<file path="config.mk">
export PLATFORM = sky130hd
export DESIGN_NAME = pipe_hazard_ctrl
export DESIGN_NICKNAME = d
export VERILOG_FILES = /design/src/rtl/pipe_ctrl_pkg.sv /design/src/rtl/pipe_hazard_ctrl_hazard_detect.sv /design/src/rtl/pipe_hazard_ctrl.sv
export SDC_FILE = /design/constraint.sdc
export NUM_CORES = 1
export LEC_CHECK = 0
export CORE_ASPECT_RATIO = 0.9
export CORE_MARGIN = 1.5
export CORE_UTILIZATION = 49
export DETAILED_ROUTE_END_ITERATION = 16
export PLACE_DENSITY = 0.81
export SLEW_MARGIN = 15
export SYNTH_ARGS = -nofsm -noshare
export SYNTH_HDL_FRONTEND = slang
export SYNTH_HIERARCHICAL = 1
export SYNTH_SLANG_ARGS = --single-unit
</file>
<file path="constraint.sdc">
create_clock -name CLK -period 2.4 [get_ports CLK]
set_clock_uncertainty 0.15 [all_clocks]
set_input_delay 0.24 -clock CLK [delete_from_list [all_inputs] [get_ports CLK]]
set_output_delay 0.24 -clock CLK [all_outputs]
set_load 0.005 [all_outputs]
</file>
<file path="src/rtl/pipe_ctrl_pkg.sv">
// Shared types for the pipeline stall/flush sequencer.
// Holds the state encoding, the event priority encoder and register constants.
package pipe_ctrl_pkg;

    typedef enum logic [2:0] {
        ST_RUN      = 3'd0,
        ST_MEM_WAIT = 3'd1,
        ST_DRAIN    = 3'd2,
        ST_HALTED   = 3'd3,
        ST_ERROR    = 3'd4
    } state_t;

    typedef enum logic [2:0] {
        EV_NONE     = 3'd0,
        EV_MEMSTALL = 3'd1,
        EV_HALT     = 3'd2,
        EV_REDIR    = 3'd3,
        EV_LU       = 3'd4
    } event_t;

    localparam logic [4:0] REG_ZERO = 5'd0;

    // Highest-priority event wins; later ones are masked for this cycle.
    function automatic event_t prio_event(
        input logic memstall,
        input logic halt,
        input logic redir,
        input logic lu
    );
        if (memstall)   return EV_MEMSTALL;
        else if (halt)  return EV_HALT;
        else if (redir) return EV_REDIR;
        else if (lu)    return EV_LU;
        else            return EV_NONE;
    endfunction

endpackage

</file>
<file path="src/rtl/pipe_hazard_ctrl_hazard_detect.sv">
// Load-use comparator: a load in EX feeding a source register of ID.
// Purely combinational so the forwarding unit can share it.
module hazard_detect
    import pipe_ctrl_pkg::*;
(
    input  logic       is_load_i,
    input  logic       rf_we_i,
    input  logic [4:0] wa_i,
    input  logic [4:0] ra1_i,
    input  logic [4:0] ra2_i,
    input  logic       use_ra1_i,
    input  logic       use_ra2_i,
    output logic       lu_o
);

    logic hit1;
    logic hit2;

    assign hit1 = use_ra1_i && (ra1_i == wa_i);
    assign hit2 = use_ra2_i && (ra2_i == wa_i);
    assign lu_o = is_load_i && rf_we_i && (wa_i != REG_ZERO) && (hit1 || hit2);

endmodule

</file>
<file path="src/rtl/pipe_hazard_ctrl.sv">
// Central stall/flush sequencer for the IF/ID/EX/MEM/WB pipeline.
// Handles load-use, MEM-stage redirects, memory waits and HALT draining.
module pipe_hazard_ctrl
    import pipe_ctrl_pkg::*;
#(
    parameter int DRAIN_CYCLES = 2,
    parameter int MEM_TIMEOUT  = 15,
    parameter int CNT_W        = 32
) (
    input  logic             CLK,
    input  logic             RSTn,
    input  logic             isLoad_IDEX,
    input  logic             RF_WE_IDEX,
    input  logic [4:0]       WA_IDEX,
    input  logic [4:0]       RA1_IFID,
    input  logic [4:0]       RA2_IFID,
    input  logic             USE_RA1_IFID,
    input  logic             USE_RA2_IFID,
    input  logic             isJump_EXMEM,
    input  logic             Branch_Cond_EXMEM,
    input  logic             MemAccess_EXMEM,
    input  logic             D_MEM_RDY,
    input  logic             HALT_EXMEM,
    output logic             PC_WE,
    output logic             IFID_WE,
    output logic             IFID_FLUSH,
    output logic             IDEX_WE,
    output logic             IDEX_FLUSH,
    output logic             EXMEM_WE,
    output logic             EXMEM_FLUSH,
    output logic             MEMWB_FLUSH,
    output logic             REDIRECT,
    output logic             HALTED,
    output logic             MEM_TO_ERR,
    output logic [2:0]       STATE,
    output logic [CNT_W-1:0] STALL_CNT,
    output logic [CNT_W-1:0] FLUSH_CNT
);

    localparam int WAIT_W = $clog2(MEM_TIMEOUT + 1);
    localparam int DRN_W  = $clog2(DRAIN_CYCLES + 1);

    state_t             state_q, state_d;
    logic [WAIT_W-1:0]  wait_q, wait_d;
    logic [DRN_W-1:0]   drain_q, drain_d;
    logic [CNT_W-1:0]   stall_q, stall_d;
    logic [CNT_W-1:0]   flush_q, flush_d;
    logic               stall_inc;
    logic               flush_inc;
    logic               memstall;
    logic               redir;
    logic               lu;
    event_t             ev;

    assign memstall = MemAccess_EXMEM && !D_MEM_RDY;
    assign redir    = isJump_EXMEM || Branch_Cond_EXMEM;

    hazard_detect u_hazard_detect (
        .is_load_i (isLoad_IDEX),
        .rf_we_i   (RF_WE_IDEX),
        .wa_i      (WA_IDEX),
        .ra1_i     (RA1_IFID),
        .ra2_i     (RA2_IFID),
        .use_ra1_i (USE_RA1_IFID),
        .use_ra2_i (USE_RA2_IFID),
        .lu_o      (lu)
    );

    always_comb begin
        state_d     = state_q;
        wait_d      = wait_q;
        drain_d     = drain_q;
        stall_inc   = 1'b0;
        flush_inc   = 1'b0;
        ev          = EV_NONE;
        PC_WE       = 1'b1;
        IFID_WE     = 1'b1;
        IDEX_WE     = 1'b1;
        EXMEM_WE    = 1'b1;
        IFID_FLUSH  = 1'b0;
        IDEX_FLUSH  = 1'b0;
        EXMEM_FLUSH = 1'b0;
        MEMWB_FLUSH = 1'b0;
        REDIRECT    = 1'b0;
        unique case (state_q)
            ST_RUN, ST_MEM_WAIT: begin
                ev      = prio_event(memstall, HALT_EXMEM, redir, lu);
                state_d = ST_RUN;
                wait_d  = '0;
                unique case (ev)
                    EV_MEMSTALL: begin
                        PC_WE       = 1'b0;
                        IFID_WE     = 1'b0;
                        IDEX_WE     = 1'b0;
                        EXMEM_WE    = 1'b0;
                        MEMWB_FLUSH = 1'b1;
                        stall_inc   = 1'b1;
                        wait_d      = wait_q + 1'b1;
                        if (wait_q == WAIT_W'(MEM_TIMEOUT - 1))
                            state_d = ST_ERROR;
                        else
                            state_d = ST_MEM_WAIT;
                    end
                    EV_HALT: begin
                        PC_WE       = 1'b0;
                        IFID_FLUSH  = 1'b1;
                        IDEX_FLUSH  = 1'b1;
                        EXMEM_FLUSH = 1'b1;
                        state_d     = ST_DRAIN;
                        drain_d     = DRN_W'(DRAIN_CYCLES - 1);
                    end
                    EV_REDIR: begin
                        REDIRECT    = 1'b1;
                        IFID_FLUSH  = 1'b1;
                        IDEX_FLUSH  = 1'b1;
                        EXMEM_FLUSH = 1'b1;
                        flush_inc   = 1'b1;
                    end
                    EV_LU: begin
                        PC_WE      = 1'b0;
                        IFID_WE    = 1'b0;
                        IDEX_FLUSH = 1'b1;
                        stall_inc  = 1'b1;
                    end
                    default: ;
                endcase
            end
            ST_DRAIN: begin
                PC_WE       = 1'b0;
                IFID_FLUSH  = 1'b1;
                IDEX_FLUSH  = 1'b1;
                EXMEM_FLUSH = 1'b1;
                if (drain_q == '0)
                    state_d = ST_HALTED;
                else
                    drain_d = drain_q - 1'b1;
            end
            ST_HALTED, ST_ERROR: begin
                PC_WE       = 1'b0;
                IFID_WE     = 1'b0;
                IDEX_WE     = 1'b0;
                EXMEM_WE    = 1'b0;
                MEMWB_FLUSH = 1'b1;
            end
            default: state_d = ST_RUN;
        endcase
        // Hold the pipeline in a benign pass-through while reset is applied.
        if (!RSTn) begin
            PC_WE       = 1'b1;
            IFID_WE     = 1'b1;
            IDEX_WE     = 1'b1;
            EXMEM_WE    = 1'b1;
            IFID_FLUSH  = 1'b0;
            IDEX_FLUSH  = 1'b0;
            EXMEM_FLUSH = 1'b0;
            MEMWB_FLUSH = 1'b0;
            REDIRECT    = 1'b0;
        end
    end

    always_comb begin
        stall_d = stall_q;
        flush_d = flush_q;
        if (stall_inc && (stall_q != '1))
            stall_d = stall_q + 1'b1;
        if (flush_inc && (flush_q != '1))
            flush_d = flush_q + 1'b1;
    end

    always_ff @(posedge CLK or negedge RSTn) begin
        if (!RSTn) begin
            state_q <= ST_RUN;
            wait_q  <= '0;
            drain_q <= '0;
            stall_q <= '0;
            flush_q <= '0;
        end else begin
            state_q <= state_d;
            wait_q  <= wait_d;
            drain_q <= drain_d;
            stall_q <= stall_d;
            flush_q <= flush_d;
        end
    end

    assign STATE      = state_q;
    assign HALTED     = (state_q == ST_HALTED);
    assign MEM_TO_ERR = (state_q == ST_ERROR);
    assign STALL_CNT  = stall_q;
    assign FLUSH_CNT  = flush_q;

endmodule

</file>
* Yosys cells after proc, flatten, opt, wreduce, memory -nomap -nowiden
Index checks and enable logic that the tools add are counted.
Operators by class: equal/unequal tests 16, magnitude comparators 0, divide/modulo/power cells 0, $add $sub $neg 4, reduce and logical (&&, ||, !) cells 24, shifts and indexed selects 0, $mul 0, multiplexer cells 36, bitwise operators 1
Operators by type and width (count):
- $add 32x1->32 const B | 2
- $ne 32x32->1 const B | 2
- $mux 3 | 7
- $mux 1 | 17
- $eq 3x2->1 const B | 4
- $pmux 1 s2 | 6
- $eq 5x5->1 | 2
- $pmux 3 s3 | 1
- $reduce_or 3->1 | 3
- $logic_and 1x1->1 | 8
- $reduce_or 2->1 | 4
- $eq 3x1->1 const B | 2
- $eq 3x3->1 const B | 2
- $pmux 3 s2 | 1
- $reduce_bool 5->1 | 1
- $add 4x1->4 const B | 1
- $eq 4x4->1 const B | 1
- $mux 2 | 2
- $mux 4 | 1
- $ne 2x2->1 const B | 2
- $pmux 2 s2 | 1
- $logic_not 3->1 | 1
- $reduce_and 3->1 | 1
- $logic_not 2->1 | 1
- 7 further kinds | 8
Storage, ports and cells: flip-flop bits (word level) 73, memories 0, output and inout bits 78, latch bits 0, bits in writable memories 0, bits in read-only memories 0

* Depth between registers and ports, before layout
depth after elaboration 14, mapped depth 10, depth with buffers taken out 9

* Modules after synthesis
The synthesis kept the hierarchy.
By module, submodules not included:
- pipe_hazard_ctrl | area an instance 3709.8 µm², cells an instance 359, instances 1, sequential area each 1826.8 µm²
- hazard_detect | area an instance 135.1 µm², cells an instance 17, instances 1, sequential area each 0.0 µm²

* Least setup slack after synthesis
Ideal clock, no wire load.
path type input-to-reg, start point input WA_IDEX[2], end point register stall_q[31] (netlist: STALL_CNT[31]), setup time 0.123 ns, cell stages on the path 10, slack -0.158 ns, data required time 2.127 ns, arrival time 2.285 ns, path buffers 1, cells stage by stage xor2_1 -> nor4_1 -> nand3_1 -> a21oi_1 -> or4b_4 -> a21o_1 -> a41oi_4 -> buf_6 -> nand3_1 -> xnor2_1
Between the ends: word-level cells in the longest chain between the ends 14
RTL lines:
- from (decl) | RTL line pipe_hazard_ctrl.sv:14 | input logic [4:0] WA_IDEX,
- $eq 5x5->1, on equally long branches | RTL line pipe_hazard_ctrl_hazard_detect.sv:19, pipe_hazard_ctrl_hazard_detect.sv:20
- $logic_and 1x1->1, on equally long branches | RTL line pipe_hazard_ctrl_hazard_detect.sv:19, pipe_hazard_ctrl_hazard_detect.sv:20
- $logic_or 1x1->1 | RTL line pipe_hazard_ctrl_hazard_detect.sv:21 | assign lu_o = is_load_i && rf_we_i && (wa_i != REG_ZERO) && (hit1 || hit2);
- $logic_and 1x1->1 (*) | RTL line pipe_hazard_ctrl_hazard_detect.sv:21
- named net lu | RTL line pipe_hazard_ctrl.sv:52 | logic lu;
- $mux 3 (*) | RTL line pipe_ctrl_pkg.sv:33 | else if (lu) return EV_LU;
- $mux 3 (*) | RTL line pipe_ctrl_pkg.sv:32 | else if (redir) return EV_REDIR;
- $mux 3 (*) | RTL line pipe_ctrl_pkg.sv:31 | else if (halt) return EV_HALT;
- $mux 3 (*) | RTL line pipe_ctrl_pkg.sv:30 | if (memstall) return EV_MEMSTALL;
- $mux 3 (*) | RTL line pipe_hazard_ctrl.sv:85 | unique case (state_q)
- $eq 3x1->1 or $eq 3x3->1 (tied branches) | RTL line pipe_hazard_ctrl.sv:90 | unique case (ev)
- $reduce_or 2->1 (no source line) (*)
- $mux 1 (*) | RTL line pipe_hazard_ctrl.sv:90
- $mux 1 (*) | RTL line pipe_hazard_ctrl.sv:85
- $logic_and 1x1->1 (*) | RTL line pipe_hazard_ctrl.sv:164 | if (stall_inc && (stall_q != '1))
- to (signal assigned) | RTL line pipe_hazard_ctrl.sv:181 | stall_q <= stall_d;
- to (decl) | RTL line pipe_hazard_ctrl.sv:46 | logic [CNT_W-1:0] stall_q, stall_d;
Mark *: on every way through the listed nets, which the timed path passes. The rest lies on a longest branch. The select of a mux whose other input is x is not followed. A chain may end at the register's enable or synchronous reset.

* Worst setup path after layout
start point input WA_IDEX[1], end point register stall_q[23] (netlist: STALL_CNT[23])
Same word-level chain as after synthesis.

==> results by group <==
Global route
  • Antenna violations before repair: 0
  • Pin count of the biggest net entering global routing: 70
  • GRT Total Usage: 25.07%
  • Vias in the first global route: 3407
  • First-pass GRT wire length: 16240 microns
  • GR Overflow Total: 0

Clock tree
  • CTS tree: built
  • Clock root buffer: clkbuf_8
  • CTS buffer count: 9
  • Clk_lat worst skew: 0.35 ns
  • Max clock buf depth: 2
  • Htree depth: 3
  • CTS Sinks: 73
  • Clk slew on worst S/H paths: 0.09 ns

Routing
  • Met1 WL: 4201 microns
  • Final ANT Viol Nets: 0
  • Pre-Repair DR Iteration Count: 4
  • Routed wl met2: 4933 microns
  • Drt drc: 0
  • WL/cell: 15.97 microns
  • Initial drt markers: 128
  • Drt via density: 5.549
  • WL met3: 586 microns
  • Top sig layer: met4
  • DR vias: 3424
  • Wirelength, routed: 9856 microns

Run
  • Max-cap violation count: 0

Die
  • Initial cell density of the core: 50.71%
  • Die X: 96.38 microns
  • # IOs: 104
  • Core box area: 0.007582 sq mm
  • # rows: 30
  • Die area: 0.008388 sq mm
  • Die Height: 87.04 microns

Synth
  • Most common cell in the netlist: dfrtp_1
  • Top cells by area, synth: dfrtp_1, xnor2_1, nand4_1
  • Post-synth ARST share: 100.0%
  • Sequential area share after synthesis: 47.51%
  • Synth Cell Area: 0.003845 sq mm
  • Cell taking the most area after synthesis: dfrtp_1
  • Syn Nets: 407
  • Top FF cell, synth: dfrtp_1
  • Synthesized area per cell: 10.23 sq um
  • Syn. warnings: 6
  • Most common library cells after synthesis: dfrtp_1, xnor2_1, nand2_1
  • Post-Synthesis Cells: 376
  • EDFF count, synth: 0
  • Number of synthesized register bits: 73
  • Unique masters post-synth: 49
  • Top cell type's share of synthesized area: 47.51%

STA
  • PnR worst setup slack: -0.1407 ns
  • Part of the cycle the worst path needs: 105.9%
  • Final hold violation count: 0
  • Max Freq: 0.3936 GHz
  • Worst Tran Pin Value: 0.8477 ns
  • Final max-slew violation count: 0
  • RSZ-0062 raised after global routing: yes
  • Tmin final: 2.541 ns
  • Final setup violating endpoints: 27
  • Slew headroom: 43.49%

Final layout
  • ANT cells: 0
  • P&R area growth vs syn: 43.93%
  • Post-Route Utilization: 72.99%
  • Total Nets Final: 547
  • Share of cells above drive strength 1: 20.15%

Pwr
  • Leak Pwr: 2.345 nW
  • Net Sw Frac: 23.81%
  • P_int: 1.777 mW
  • Comb pwr share: 5.5%
  • Clock power frac: 41.4%
  • PwrDens: 421.4 mW/mm^2
  • Final Power: 2.332 mW
  • Sequential Power Share: 53.1%
  • IR drop worst, VDD: 0.3062 mV
  • Net Switching: 0.5552 mW

Place
  • Post-DP HPWL: 7096 microns
  • GP Congestion: 0.8235
  • Buffers on Ports: 103

Critical path
  • Most Frequent Cell on Critical Path: buf_6
  • CP startpoint kind: primary input
  • Req. time, crit path: 2.49 ns
  • Crit path max fanout: 8
  • Crit Path Category: primary input to flip-flop
  • WP data arrival: 2.63 ns
  • CP peak stage delay: 0.51 ns
  • Buf/Inv on CP: 3
  • Critical path cell sequence: buf_8 -> xor2_2 -> nor4_2 -> nand3_1 -> a21oi_2 -> or4b_4 -> buf_6 -> a21o_1 -> a41oi_4 -> buf_6 -> nand4_1 -> xnor2_1
  • Setup crit end kind: flip-flop
  • CP delay by family, top: simple AND/OR/NAND/NOR gates
  • CP max stage cell: or4b_4

Status
  • Status: finished, violations left
  • Violated checks: negative setup slack

Worst hold path
  • HP Class: primary input to async pin
layout by cell type, fill, tap and decap left out, drive strengths merged, types with 6 or more instances in the layout:
cell type,netlist,layout
and3,14,14
dlygate4sd2,0,6
a21oi,7,7
clkbuf,5,12
o21ai,8,8
nand2b,6,6
nor3,14,14
buf,5,46
nor2,16,16
clkdlybuf4s50,0,82
xnor2,48,48
dfrtp,73,73
nand4,28,28
nor4,9,9
and2,12,12
inv,10,11
nand2,34,34
nand3,23,23
xor2,20,20
state kept, by name, summed over array words and instances (netlist names):
signal     flops
drain_q        2
STATE          3
STALL_CNT     32
wait_q         4
FLUSH_CNT     32
path summary, 6_finish.rpt:
| check | from | to | slack (ns) | cells past startpoint |
|---|---|---|---|---|
| setup / recovery | WA_IDEX[1] | STALL_CNT[23] | -0.14 | 12 |
| hold / removal | RSTn | STALL_CNT[0] | 0.06 | 2 |
| setup reg to reg | STALL_CNT[18] | STALL_CNT[14] | 0.20 | 5 |
| hold reg to reg | drain_q[0] | drain_q[0] | 0.32 | 1 |
| max in group asynchronous | RSTn | STALL_CNT[13] | 1.47 | 2 |
| min in group CLK | drain_q[0] | drain_q[0] | 0.32 | 1 |
routing by layer:
layer,track usage (%),up-vias
met5,0,-
met4,7.510,0
met2,41.17,110
met3,6.632,10
li1,-,1615
met1,32.56,1689
cells by family after synthesis:
group	synth area share, %
AOI/OAI and AO/OA	6.411
and+or+nand+nor	24.96
muxes	1.367
buffers and inverters	2.636
DFF	47.51
adders and majority gates	1.627
xor gates and xnor gates	15.49
power by group through the flow:
stage	clock, mW	sequential [mW]	combinational [mW]
3_3_place_gp	0	1.26	0.130
2_1_floorplan	0	1.26	0.0283
6_report	0.965	1.24	0.129
3_5_place_dp	0	1.26	0.133
4_1_cts	0.982	1.24	0.126
5_1_grt	1.04	1.24	0.141
timing repair:
| action | in CTS | in global routing |
|---|---|---|
| pin swaps | 20 | 14 |
| setup endpoints to repair | 39 | 39 |
| resized for setup | 71 | 25 |
| hold buffers | 1 | 0 |
| buffers inserted | 4 | 1 |
| hold endpoints to repair | 4 | 0 |
cell type report:
type / count / area [sq um]
fill: 546 / 2048
multi-input combinational: 283 / 2096
clock buffer: 9 / 123.9
timing repair buffer: 139 / 1259
tap: 96 / 120.1
inverter: 10 / 37.54
clock inverter: 7 / 70.07
sequential: 73 / 1828
through the flow:
step	hold WS, ns	std cells	worst slack [ns]	setup TNS (ns)	instance area (sq um)
5_1_grt	0.1532	617	-0.2098	-4.473	5534
3_3_place_gp	-0.04728	595	-0.6761	-21.98	5175
4_1_cts	0.1112	616	-0.07186	-0.8857	5436
3_5_place_dp	-0.04348	595	-0.8299	-26.43	5175
6_report	0.06465	617	-0.1407	-2.263	5534
2_1_floorplan	-0.2056	376	-0.1149	-1.055	3867
No activity file was read; power rests on OpenSTA's default activity.
